**config.mk**
```make
export PLATFORM = sky130hd
export DESIGN_NAME = lin_ahb_arbiter
export DESIGN_NICKNAME = d
export VERILOG_FILES = /design/src/rtl/lin_ahb_arbiter.sv
export SDC_FILE = /design/constraint.sdc
export NUM_CORES = 1
export LEC_CHECK = 0
export BUFFER_PORTS_ARGS = -buffer_cell sky130_fd_sc_hd__buf_2
export CORE_MARGIN = 2
export CORE_UTILIZATION = 45
export DETAILED_ROUTE_END_ITERATION = 6
export HOLD_SLACK_MARGIN = 0.15
export PLACE_DENSITY = 0.75
export RECOVER_POWER = 100
export SYNTH_ARGS = -nofsm -noshare
export SYNTH_HDL_FRONTEND = slang
export SYNTH_SLANG_ARGS = --single-unit
```
**constraint.sdc**
```tcl
create_clock -name hclk -period 1.84 [get_ports hclk]
set_input_delay 0.092 -clock hclk [delete_from_list [all_inputs] [get_ports hclk]]
set_output_delay 0.092 -clock hclk [all_outputs]
set_load 0.005 [all_outputs]
```
**src/rtl/lin_ahb_arbiter.sv**
```systemverilog
// AHB bus arbiter: round-robin (or fixed-priority with LIN_AHB_ARB_FIXED_PRIO_EN) grant,
// with handover only at burst ends, after locked sequences and after RETRY/SPLIT.
module lin_ahb_arbiter #(
    parameter int unsigned NUM_MST     = 4,
    parameter int unsigned DEFAULT_MST = 0,
    localparam int unsigned MW         = $clog2(NUM_MST)
) (
    input  logic               hclk,
    input  logic               hresetn,
    input  logic [NUM_MST-1:0] hbusreq,
    input  logic [NUM_MST-1:0] hlock,
    input  logic [1:0]         htrans,
    input  logic [2:0]         hburst,
    input  logic               hready,
    input  logic [1:0]         hresp,
    output logic [NUM_MST-1:0] hgrant,
    output logic [MW-1:0]      hmaster,
    output logic               hmastlock
);

    localparam int unsigned CW = 4;

    localparam logic [1:0] TR_IDLE   = 2'd0;
    localparam logic [1:0] TR_NONSEQ = 2'd2;
    localparam logic [1:0] TR_SEQ    = 2'd3;

    localparam logic [1:0] RESP_RETRY = 2'd2;
    localparam logic [1:0] RESP_SPLIT = 2'd3;

    localparam logic [2:0] BU_WRAP4  = 3'd2;
    localparam logic [2:0] BU_INCR4  = 3'd3;
    localparam logic [2:0] BU_WRAP8  = 3'd4;
    localparam logic [2:0] BU_INCR8  = 3'd5;
    localparam logic [2:0] BU_WRAP16 = 3'd6;
    localparam logic [2:0] BU_INCR16 = 3'd7;

    localparam logic [NUM_MST-1:0] DEF_GRANT  = NUM_MST'(1) << DEFAULT_MST;
    localparam logic [MW-1:0]      DEF_MASTER = MW'(DEFAULT_MST);

    typedef enum logic [1:0] {ARB, BURST, LOCKED} state_t;

    state_t             state, state_d;
    logic [CW-1:0]      beat_cnt, beat_cnt_d;
    logic [CW-1:0]      burst_len;
    logic               fixed_burst;
    logic               nonseq_acc, start_lock, start_burst;
    logic               grant_en;
    logic [MW-1:0]      winner, gidx;
    logic               win_valid;
    logic [NUM_MST-1:0] grant_d;

    // Beats-1 for fixed-length bursts; SINGLE and INCR never load the counter
    always_comb begin
        burst_len   = '0;
        fixed_burst = 1'b0;
        case (hburst)
            BU_WRAP4, BU_INCR4:   begin burst_len = CW'(3);  fixed_burst = 1'b1; end
            BU_WRAP8, BU_INCR8:   begin burst_len = CW'(7);  fixed_burst = 1'b1; end
            BU_WRAP16, BU_INCR16: begin burst_len = CW'(15); fixed_burst = 1'b1; end
            default:              begin burst_len = '0;      fixed_burst = 1'b0; end
        endcase
    end

    assign nonseq_acc  = hready && (htrans == TR_NONSEQ);
    assign start_lock  = nonseq_acc && hlock[hmaster];
    assign start_burst = nonseq_acc && fixed_burst;

    // Index of the currently granted master
    always_comb begin
        gidx = DEF_MASTER;
        for (int i = 0; i < int'(NUM_MST); i++) begin
            if (hgrant[MW'(i)]) gidx = MW'(i);
        end
    end

`ifdef LIN_AHB_ARB_FIXED_PRIO_EN
    // Lowest-index requester wins; descending scan leaves the lowest index last
    always_comb begin
        winner    = DEF_MASTER;
        win_valid = 1'b0;
        for (int i = int'(NUM_MST) - 1; i >= 0; i--) begin
            if (hbusreq[MW'(i)]) begin
                winner    = MW'(i);
                win_valid = 1'b1;
            end
        end
    end
`else
    logic [MW-1:0] rr_ptr;
    int unsigned   rr_idx;

    // Search from rr_ptr+1 with wrap; descending offset leaves the nearest requester last
    always_comb begin
        winner    = DEF_MASTER;
        win_valid = 1'b0;
        rr_idx    = 0;
        for (int i = int'(NUM_MST); i >= 1; i--) begin
            rr_idx = (int'(rr_ptr) + i) % NUM_MST;
            if (hbusreq[MW'(rr_idx)]) begin
                winner    = MW'(rr_idx);
                win_valid = 1'b1;
            end
        end
    end

    always_ff @(posedge hclk or negedge hresetn) begin
        if (!hresetn) begin
            rr_ptr <= DEF_MASTER;
        end else if (grant_en && win_valid) begin
            rr_ptr <= winner;
        end
    end
`endif

    always_comb begin
        grant_d         = '0;
        grant_d[winner] = 1'b1;
    end

    // Next state, burst counter and arbitration window
    always_comb begin
        state_d    = state;
        beat_cnt_d = beat_cnt;
        grant_en   = 1'b0;
        case (state)
            ARB: begin
                // The edge that starts a burst or locked sequence keeps the current grant
                grant_en = hready && !start_lock && !start_burst;
                if (start_lock) begin
                    state_d = LOCKED;
                end else if (start_burst) begin
                    state_d    = BURST;
                    beat_cnt_d = burst_len;
                end
            end
            BURST: begin
                grant_en = hready && (beat_cnt == CW'(1));
                if (hready && (beat_cnt == '0)) begin
                    if (start_lock) begin
                        state_d = LOCKED;
                    end else if (start_burst) begin
                        state_d    = BURST;
                        beat_cnt_d = burst_len;
                    end else begin
                        state_d = ARB;
                    end
                end else if (htrans == TR_IDLE) begin
                    state_d    = ARB;
                    beat_cnt_d = '0;
                end else if (hready && (htrans == TR_SEQ)) begin
                    beat_cnt_d = beat_cnt - CW'(1);
                end
            end
            LOCKED: begin
                if (hready && (htrans == TR_NONSEQ || htrans == TR_SEQ) && !hlock[hmaster]) begin
                    state_d = ARB;
                end
            end
            default: begin
                state_d    = ARB;
                beat_cnt_d = '0;
            end
        endcase
        // First RETRY/SPLIT cycle reopens arbitration so the grant moves on the second
        if (!hready && (hresp == RESP_RETRY || hresp == RESP_SPLIT)) begin
            state_d    = ARB;
            beat_cnt_d = '0;
        end
    end

    always_ff @(posedge hclk or negedge hresetn) begin
        if (!hresetn) begin
            state    <= ARB;
            beat_cnt <= '0;
        end else begin
            state    <= state_d;
            beat_cnt <= beat_cnt_d;
        end
    end

    // Grant register and address-phase ownership
    always_ff @(posedge hclk or negedge hresetn) begin
        if (!hresetn) begin
            hgrant    <= DEF_GRANT;
            hmaster   <= DEF_MASTER;
            hmastlock <= 1'b0;
        end else begin
            if (grant_en) hgrant <= grant_d;
            if (hready) begin
                hmaster   <= gidx;
                hmastlock <= hlock[gidx];
            end
        end
    end

endmodule
```
==> out/metrics.csv <==
stage;metric;value;unit
outcome;status;finished, final reports clean;
clocking;clk_latency;0.28;ns
clocking;clk_path_buf_depth;2;
yosys;syn_area_per_cell;9.525;um2
yosys;syn_nets;132;
final_layout;diodes;0;
placement;io_buffers;19;
placement;place.gp.congestion;0.9694;
die;die_h;52.47;um
timing;report.final.slew_viol_count;0;
global_routing;gr-usage-met3;2.857;%
yosys;yosysUniqueCellTypes;46;
final_layout;syn2layout_area_growth;26.98;%
timing;slew_headroom;49.29;%
final_layout;regArea;351.6;um2
clocking;cts_inserted_buffers;3;
clocking;htreeDepth;1;
global_routing;grt_util_met2;34.79;%
global_routing;grt_pass1_vias;1016;
clocking;clk_root_buffer_cell;clkbuf_4;
yosys;netlist_instances;111;
worst_setup_path;arrival;1.96;ns
pwr;p_leak;0.6182;nW
yosys;synth_seq_cells;14;
drt;wirelength;2.552;mm
timing;fin_crit;1.772;ns
final_layout;multiInputGateArea;683.2;um2
final_layout;utilization;60.69;%
yosys;synth_async_sr_flop_share;100.0;%
timing;fin_crit_sh;96.28;%
worst_setup_path;cp-end-kind;register;
worst_setup_path;crit_fanout;4;
global_routing;grt.met1_usage;26.63;%
drt;via_count;1007;
global_routing;grt_usage;20.99;%
timing;setup_slack;0.06844;ns
timing;timing_worst_slew_pin_value;0.7607;ns
yosys;synth_edf_count;0;
run;maxCapViolations;0;
final_layout;layout.nets;171;
min_path;hold_path.class;in2reg;
yosys;synth_seq_area_share;33.25;%
timing;clock-skew-final;0.01315;ns
yosys;synth_top_flop_cell;dfrtp_1;
placement;dpl_worst_slack;-0.07067;ns
worst_setup_path;crit_required;2.03;ns
die;std_cell_rows;17;
global_routing;grt_busiest_layer;met2;
die;initial_core_util;47.79;%
drt;firstDrtPassIters;4;
pwr;p_total;1.460;mW
drt;drt_iter0_drc;17;
yosys;yosys_warnings;0;
worst_setup_path;crit_type;reg2reg;
global_routing;grt_max_degree;15;
die;ios;25;
pwr;ir_drop;0.0006570;V
clocking;clk_pin_slew;0.09;ns
clocking;clock-sinks;14;
drt;wl_per_cell;14.42;um
drt;drc_errors;0;
global_routing;overflow;0;
global_routing;antenna_found_initial;0;
timing;setup_viol;0;
yosys;netlist_area;0.001057;mm2
drt;antenna_left;0;
die;die-area;0.002753;mm2
pwr;power_density;1087;mW/mm2
global_routing;grt_pass1_wl;4.305;mm
final_layout;n_fill_cell;198;
die;die_w;52.47;um
worst_setup_path;start_kind;register;
timing;hold_viol;0;
timing;timing.fmax;0.5645;GHz
final_layout;drive_gt1_share;35.57;%
die;coreArea;0.002212;mm2
worst_setup_path;r2r_setup_slack;0.07;ns
drt;viasPerCell;5.689;
placement;dp_hpwl;1.944;mm
clocking;cts_tree;built;
-- timing repair --
action	4_1_cts	5_1_grt
buffers inserted	0	4
endpoints found under the setup margin	3	8
hold buffers	1	0
hold endpoints to repair	14	0
resized for setup	2	3
pin swaps	1	2
-- placed cells by master, fill, tap and decap left out, types with 2 or more instances in the layout --
cell,count
a211oi_1,2
a21oi_1,8
a32oi_1,2
buf_2,18
buf_4,16
clkbuf_1,3
clkbuf_4,3
dfrtp_1,13
ha_1,3
inv_1,4
mux2_1,3
mux2_2,2
mux2i_1,3
nand2_1,5
nand2b_1,4
nor2_1,11
nor2b_1,6
nor3_1,2
nor4_1,3
o21a_1,2
o21ai_0,5
-- cells in the mapped netlist, drive strengths merged, types with 2 or more instances --
cell,instances,area (um2)
a211oi,2,15.01
a32oi,2,17.52
nand2b,5,38.78
o31ai,2,20.02
nand3,2,22.52
o21ai,5,25.02
inv,5,18.77
buf,2,12.51
nor3,4,25.02
a21oi,9,45.04
mux2i,3,30.03
ha,3,37.54
nor4,3,18.77
nor2b,6,37.54
nand2,6,30.03
mux2,6,82.58
o21a,2,15.01
nor2,11,41.29
dfrtp,13,325.3
-- where the power goes --
| group | total [mW] | switching, mW | leakage, nW | internal (mW) |
|---|---|---|---|---|
| Combinational | 0.773 | 0.381 | 0.425 | 0.391 |
| Clock | 0.177 | 0.0932 | 0.0150 | 0.0840 |
| Sequential | 0.510 | 0.0892 | 0.179 | 0.421 |
| Total | 1.46 | 0.564 | 0.618 | 0.896 |
-- critical path, cell delays in order (launching register included) --
cell      delay [ns]
dfrtp_1         0.34
inv_1           0.06
ha_1            0.21
and4bb_2        0.28
nor3_4          0.23
buf_4           0.17
a21oi_1         0.07
o21a_1          0.20
nor3_2          0.12
-- cell type report --
cell class	instances	share of cell area (%)
clock buffers	4	1.957
inverters	5	1.398
multi-input cells	89	50.89
flip-flops and latches	14	26.19
well taps	28	2.610
repair buffers	37	16.96
-- flip-flops by register name, indices dropped and copies added (netlist names) --
name       flops
hgrant         4
rr_ptr         2
beat_cnt       4
state          2
hmaster        1
hmastlock      1
-- cell families after synthesis --
kind of cell | Yosys count | synth area share [%]
adder cells (fa/ha/maj) | 3 | 3.551
XOR/XNOR | 1 | 0.8286
AND/OR/NAND/NOR | 44 | 26.27
multiplexers | 9 | 10.65
AO/OA/AOI/OAI | 31 | 21.78
other | 1 | 0.3547
flip-flops | 14 | 33.25
buffers and inverters | 8 | 3.313
-- metal layers --
metal	part of all wire [%]	routed length (um)	vias to the layer above
li1	-	-	487
met1	44	1117	488
met2	51	1310	26
met3	3.4	86	6
met4	1.5	38	0
met5	0	0	-
-- path summary, 6_finish.rpt --
check,start,endpoint,cells after the start
worst min-delay path,hlock[0],hmastlock$_DFFE_PN0P_,3
worst max-delay path,beat_cnt[0]$_DFFE_PN0P_,beat_cnt[1]$_DFFE_PN0P_,8
min in group asynchronous,hresetn,rr_ptr[0]$_DFFE_PN0P_,2
worst min register to register,hgrant[2]$_DFFE_PN0P_,hgrant[2]$_DFFE_PN0P_,1
max in group asynchronous,hresetn,hgrant[3]$_DFFE_PN0P_,2
worst max register to register,beat_cnt[0]$_DFFE_PN0P_,beat_cnt[1]$_DFFE_PN0P_,8
-- metrics by stage --
step / instance area (um2) / std cells / setup TNS (ns) / hold slack (ns)
floorplan: 1057 / 111 / 0 / -0.2036
global placement: 1269 / 168 / -0.01492 / -0.004868
detailed placement: 1269 / 168 / -0.1488 / 0.004736
CTS: 1315 / 173 / 0 / 0.1609
global route: 1343 / 177 / -0.02587 / 0.1865
finish: 1343 / 177 / 0 / 0.1638
No activity file was read; power rests on OpenSTA's default activity.
